===== config.mk =====
export PLATFORM = sky130hd
export DESIGN_NAME = uart_tx_sequencer
export DESIGN_NICKNAME = d
export VERILOG_FILES = /design/src/rtl/uart_tx_sequencer.sv
export SDC_FILE = /design/constraint.sdc
export NUM_CORES = 1
export LEC_CHECK = 0
export BUFFER_PORTS_ARGS = -buffer_cell sky130_fd_sc_hd__buf_2
export CAP_MARGIN = 20
export CORE_MARGIN = 10
export CORE_UTILIZATION = 55
export CTS_BUF_LIST = sky130_fd_sc_hd__clkbuf_4 sky130_fd_sc_hd__clkbuf_8
export CTS_CLUSTER_DIAMETER = 200
export DETAILED_ROUTE_END_ITERATION = 16
export GPL_TIMING_DRIVEN = 1
export HOLD_SLACK_MARGIN = 0.1
export PLACE_DENSITY = 0.83
export SLEW_MARGIN = 20
export SYNTH_ARGS = -nofsm -noshare
export SYNTH_HDL_FRONTEND = slang
export SYNTH_SLANG_ARGS = --single-unit

===== constraint.sdc =====
create_clock -name clk -period 4.3 [get_ports clk]
set_input_delay 0 -clock clk [delete_from_list [all_inputs] [get_ports clk]]
set_output_delay 0 -clock clk [all_outputs]
set_load 0.05 [all_outputs]

===== src/rtl/uart_tx_sequencer.sv =====
// rtl/uart_tx_sequencer.sv - UART transmit sequencer: start, 8 data LSB first, even parity, stop.
// Each bit spans OVERSAMPLE sample_ENABLE ticks; baud code is frozen while a frame is in flight.
module uart_tx_sequencer #(
    parameter int unsigned OVERSAMPLE = 16
) (
    input  logic       clk,
    input  logic       reset,
    input  logic       sample_ENABLE,
    input  logic [2:0] baud_select_in,
    output logic [2:0] baud_select_out,
    input  logic       Tx_EN,
    input  logic       Tx_WR,
    input  logic [7:0] Tx_DATA,
    output logic       TxD,
    output logic       Tx_BUSY,
    output logic       Tx_DONE
);

    typedef enum logic [2:0] {
        IDLE   = 3'd0,
        START  = 3'd1,
        DATA   = 3'd2,
        PARITY = 3'd3,
        STOP   = 3'd4
    } state_t;

    localparam logic [3:0] TICK_LAST = 4'(OVERSAMPLE - 1);

    state_t     state, state_n;
    logic [3:0] tick_cnt, tick_n;
    logic [2:0] bit_idx, bit_n;
    logic [2:0] bit_idx_inc;
    logic [7:0] data_reg, data_n;
    logic       txd_n, busy_n, done_n;
    logic [2:0] baud_n;

    assign bit_idx_inc = bit_idx + 3'd1;

    always_ff @(posedge clk or posedge reset) begin
        if (reset) begin
            state           <= IDLE;
            tick_cnt        <= 4'd0;
            bit_idx         <= 3'd0;
            data_reg        <= 8'd0;
            TxD             <= 1'b1;
            Tx_BUSY         <= 1'b0;
            Tx_DONE         <= 1'b0;
            baud_select_out <= 3'b000;
        end else begin
            state           <= state_n;
            tick_cnt        <= tick_n;
            bit_idx         <= bit_n;
            data_reg        <= data_n;
            TxD             <= txd_n;
            Tx_BUSY         <= busy_n;
            Tx_DONE         <= done_n;
            baud_select_out <= baud_n;
        end
    end

    always_comb begin
        state_n = state;
        tick_n  = tick_cnt;
        bit_n   = bit_idx;
        data_n  = data_reg;
        txd_n   = TxD;
        busy_n  = Tx_BUSY;
        done_n  = 1'b0;
        baud_n  = baud_select_out;

        if (state == IDLE) begin
            // Ticks are not counted in IDLE, so one coincident with the accepting write is dropped.
            baud_n = baud_select_in;
            if (Tx_WR && Tx_EN) begin
                state_n = START;
                data_n  = Tx_DATA;
                txd_n   = 1'b0;
                busy_n  = 1'b1;
                tick_n  = 4'd0;
                bit_n   = 3'd0;
            end
        end else if (sample_ENABLE) begin
            if (tick_cnt == TICK_LAST) begin
                tick_n = 4'd0;
                case (state)
                    START: begin
                        state_n = DATA;
                        txd_n   = data_reg[0];
                    end
                    DATA: begin
                        if (bit_idx == 3'd7) begin
                            state_n = PARITY;
                            txd_n   = ^data_reg;
                        end else begin
                            bit_n = bit_idx_inc;
                            txd_n = data_reg[bit_idx_inc];
                        end
                    end
                    PARITY: begin
                        state_n = STOP;
                        txd_n   = 1'b1;
                    end
                    STOP: begin
                        state_n = IDLE;
                        txd_n   = 1'b1;
                        busy_n  = 1'b0;
                        done_n  = 1'b1;
                    end
                    default: begin
                        state_n = IDLE;
                        txd_n   = 1'b1;
                        busy_n  = 1'b0;
                    end
                endcase
            end else begin
                tick_n = tick_cnt + 4'd1;
            end
        end
    end

endmodule


# Word level (Yosys, flattened, before mapping)
# Cells that the tools add are included.
# Widths: inputs -> output; s select.
# word_totals
wordCells	67
output_inout_bits	6
regBits	24
# op_classes
muxes	33
add_sub_neg	2
eq_ne	10
reduce_logical	13
n_lt_le_gt_ge	1
# ops
op	n
$mux 3	11
$mux 4	4
$mux 1	15
$pmux 3 s3	1
$reduce_and 4->1	2
$reduce_xor 8->1	1
$eq 3x2->1 const B	2
$eq 3x3->1 const B	2
$reduce_bool 2->1	3
$reduce_and 5->1	1
$add 4x1->4 const B	1
$eq 4x4->1 const B	1
$lt 3x4->1 const B	1
$ne 2x1->1 const B	2
$reduce_and 2->1	2
$add 3x1->3 const B	1
$bmux 1 s3	1
$eq 3x1->1 const B	1
$logic_not 3->1	1
$ne 3x3->1 const B	1
$reduce_and 3->1	1
$reduce_or 3->1	1
$ne 2x2->1 const B	1
$pmux 1 s2	1
$logic_and 1x1->1	1

# Logic depth before layout (Yosys ltp)
# depth
word_depth	8
ltp_mapped	7
mapped_depth_nobuf	7

# Worst setup path after synthesis
# OpenSTA, ideal clock, no wires.
# synth_timing
kind	register -> register
from	reg bit_idx[0]
to	reg TxD
path_buffers	0
arrival_ps	1633
path_slack_ps	2582
stages_incl_launch_ff	7
period_less_slack_ps	1718
setup_ps	85
cell_sequence	dfrtp_1 > ha_1 > mux4_2 > nor2_1 > a21oi_1 > a22oi_1 > o21ai_0
# synth_via
elab_chain_cells	8
elab_cells_between_ends	9
classes_between	1 x add/sub; 1 x eq/ne; 7 x mux
# synth_lines
element	line_no	text
start: declaration	31	logic [2:0] bit_idx, bit_n;
start signal: assignment	52	bit_idx <= bit_n;
$add 3x1->3	37	assign bit_idx_inc = bit_idx + 3'd1;
$bmux 1 s3	96	txd_n = data_reg[bit_idx_inc];
$mux 1 (not written as such)	96	
$mux 1 (*)	91	if (bit_idx == 3'd7) begin
$pmux 1 s2 (*)	85	case (state)
$mux 1 (*)	83	if (tick_cnt == TICK_LAST) begin
$mux 1 (*)	82	end else if (sample_ENABLE) begin
$mux 1 (*)	71	if (state == IDLE) begin
end signal: assignment	54	TxD <= txd_n;
end: declaration	14	output logic TxD,
# Mark *: on every way between the ends. The rest lies on a longest branch, timed or not. The select of a mux whose other input is x is not followed.
# A chain may end at the register's enable or synchronous reset.

# Worst setup path after layout
# Ends and elaborated chain as after synthesis.

==> results.toml <==
[placement]
post-place-ws_ps = 2440
dp_hpwl_mm = 1.96
numPortBuffers = 21
dp.cells = 177
gp_congestion = 0.878

[cts]
htreeDepth = 1
cts_root_buffer = "clkbuf_4"
cts_buffers = 3
clock_latency_ps = 320
cts.sinks = 24
post_cts_resized = 0
clk_path_buf_depth = 2
clk_pin_slew_ps = 140
tritoncts = "built"

[drt]
viasPerCell = 5.49
ant_nets = 0
drt-pass1-iter-count = 4
vias = 1065
routed_wl_mm = 2.82
drtIter0Drc = 54
avgRoutedWirePerCell_um = 14.6
post-route-drc-count = 0

[timing]
tightestPinTransition_ps = 922
slew-limit-headroom_pct = 38.5
rsz0062_at_grt = "no"
slew_violations = 0
final.setup_skew_ps = 10.8
finalHoldViolations = 0
setup_tns_ps = 0
finalCritPeriodShare_pct = 44.0
final.setup.worst_slack_ps = 2410
fin_crit_ps = 1890
worst_hold_slack_ps = 123
fmax_mhz = 528
setup_viol_count_final = 0

[global_route]
antenna_found_initial = 0
gr-usage-met2_pct = 21.0
first_global_vias = 1064
grt_max_degree = 25
grt_pass1_wl_mm = 4.66
gr-usage-all-layers_pct = 13.1
met1_usage_pct = 15.0
grt_use_met3_pct = 4.30
overflow = 0
gr-max-usage-layer = "met2"

[floorplan]
initial_core_util_pct = 56.6
ios = 22
dieHeight_um = 67.2
die_area_um2 = 4520
core-area_um2 = 2170
num_rows = 17
die_x_um = 67.2

[worst_setup_path]
start_kind = "register"
cpPeakStageDelay_ps = 520
worstPathArrival_ps = 2140
worstPathMaxFanout = 6
r2r_cells = 6
cp-end-kind = "register"
critPathRequiredTime_ps = 4550
r2r_start = "bit_idx[0]"
cp_cell_sequence = "ha_1 -> mux4_2 -> nor2_1 -> a21oi_1 -> a22oi_1 -> o21ai_0"
critPathKind = "reg -> reg"
regToRegSetupSlack_ps = 2410
critPathSlowestCell = "mux4_2"
rr_endpoint = "TxD"

[layout]
largest_register_ffs = 8
final_nets = 186
stdcell_count = 194
layout-drive-gt1-share_pct = 19.9
antenna_cells = 0
syn2layout_area_growth_pct = 22.9

[yosys]
synthDistinctLibCells = 36
syn_area_um2 = 1230
syn-num-nets = 151
synthAdderAreaFrac_pct = 3.06
synth-edff-count = 0
synth_mux_area_share_pct = 5.50
yosys_warnings = 0
synth_top_family_by_area = "simple AND/OR/NAND/NOR gates"
synth-simple-area-share_pct = 23.0
synth-main-ff-cell = "dfrtp_1"
synth_cells = 132
synth-seq-cells = 24
synth_compound_area_share_pct = 10.5
synth-async-reset-ratio_pct = 100
postSynthAreaPerCell_um2 = 9.30
synth_xor_area_share_pct = 4.99
ys_seq_area_share_pct = 49.0

[min_path]
worst_hold_path.num_cells = 3
holdPathEnd = "tick_cnt[0]"
min_path_type = "in -> reg"
min_from = "sample_ENABLE"

[job]
maxCapViolCount = 0

[power_and_ir_drop]
p_per_area_nw_per_um2 = 721
p_total_w = 0.00109
leakage_nw = 0.776
peakVddDrop_v = 0.000426

[run_status]
outcome = "completed"
## repair_timing
item / 4_1_cts / 5_1_grt
hold endpoints to repair: 35 / 0
hold buffers: 13 / 0
setup buffers: 0 / 0
## cell type report
type / instances / area [um^2]
clock buffers: 4 / 36.3
fillers: 176 / 661
inverters: 6 / 22.5
multi-input cells: 98 / 578
flip-flops and latches: 24 / 602
well taps: 28 / 35.0
repair buffers: 34 / 235
## per-layer routing
metal | wire, um | up-vias
li1 | - | 512
met1 | 1170 | 501
met2 | 1310 | 40
met3 | 233 | 12
met4 | 110 | 0
met5 | 0 | -
## power breakdown
group	switching, W	internal [W]
Sequential	0.0000968	0.000326
Combinational	0.000310	0.000235
Clock	0.0000683	0.0000518
## cells in the mapped netlist (2+ instances only)
cell | n | area (um^2)
nand2_1 | 42 | 158
dfrtp_1 | 23 | 576
nand3_1 | 3 | 15.0
ha_1 | 3 | 37.5
o21ai_0 | 5 | 25.0
nor2_1 | 7 | 26.3
and3_1 | 2 | 12.5
a21oi_1 | 5 | 25.0
inv_1 | 6 | 22.5
mux2i_1 | 3 | 30.0
xnor2_1 | 6 | 52.6
a22o_1 | 3 | 26.3
## stage by stage
step                instance area (um^2)  util (%)
CTS                                 1510      69.6
finish                              1510      69.6
global route                        1510      69.6
detailed placement                  1340      61.9
global placement                    1340      61.9
floorplan                           1230         -
## logic make-up after synthesis
family,count (synthesis)
flip-flops,24
XOR/XNOR,7
AO/OA/AOI/OAI,20
multiplexers,5
AND/OR/NAND/NOR,63
buffers and inverters,10
adder cells (fa/ha/maj),3
## layout by cell type, fill, tap and decap left out, drive strengths merged, types with 2 or more instances in the layout
master       instances
nor2                 7
xnor2                6
dfrtp               23
mux2i                3
ha                   3
dlygate4sd3         13
and2                 2
nor3                 2
inv                  6
buf                 21
and3                 2
nand3                4
o21ai                5
clkbuf               4
a22o                 3
nand2               43
a21oi                6
## worst max-delay path, delay by kind of cell, from the launching register on
family	cells	cell delay [ps]
muxes	1	520
DFF	1	460
adders and majority gates	1	420
AOI/OAI and AO/OA	3	320
and+or+nand+nor	1	100
## how the worst max path moves through the flow
stage / start / to / slack, ps / cells after the start
5_1_grt: state[1] / bit_idx[0] / 2330 / 5
4_1_cts: bit_idx[0] / TxD / 2410 / 6
2_1_floorplan: bit_idx[0] / TxD / 2580 / 6
3_3_place_gp: bit_idx[0] / TxD / 2500 / 6
3_5_place_dp: bit_idx[0] / TxD / 2440 / 6
6_report: bit_idx[0] / TxD / 2410 / 6
No activity file was read; power rests on OpenSTA's default activity.
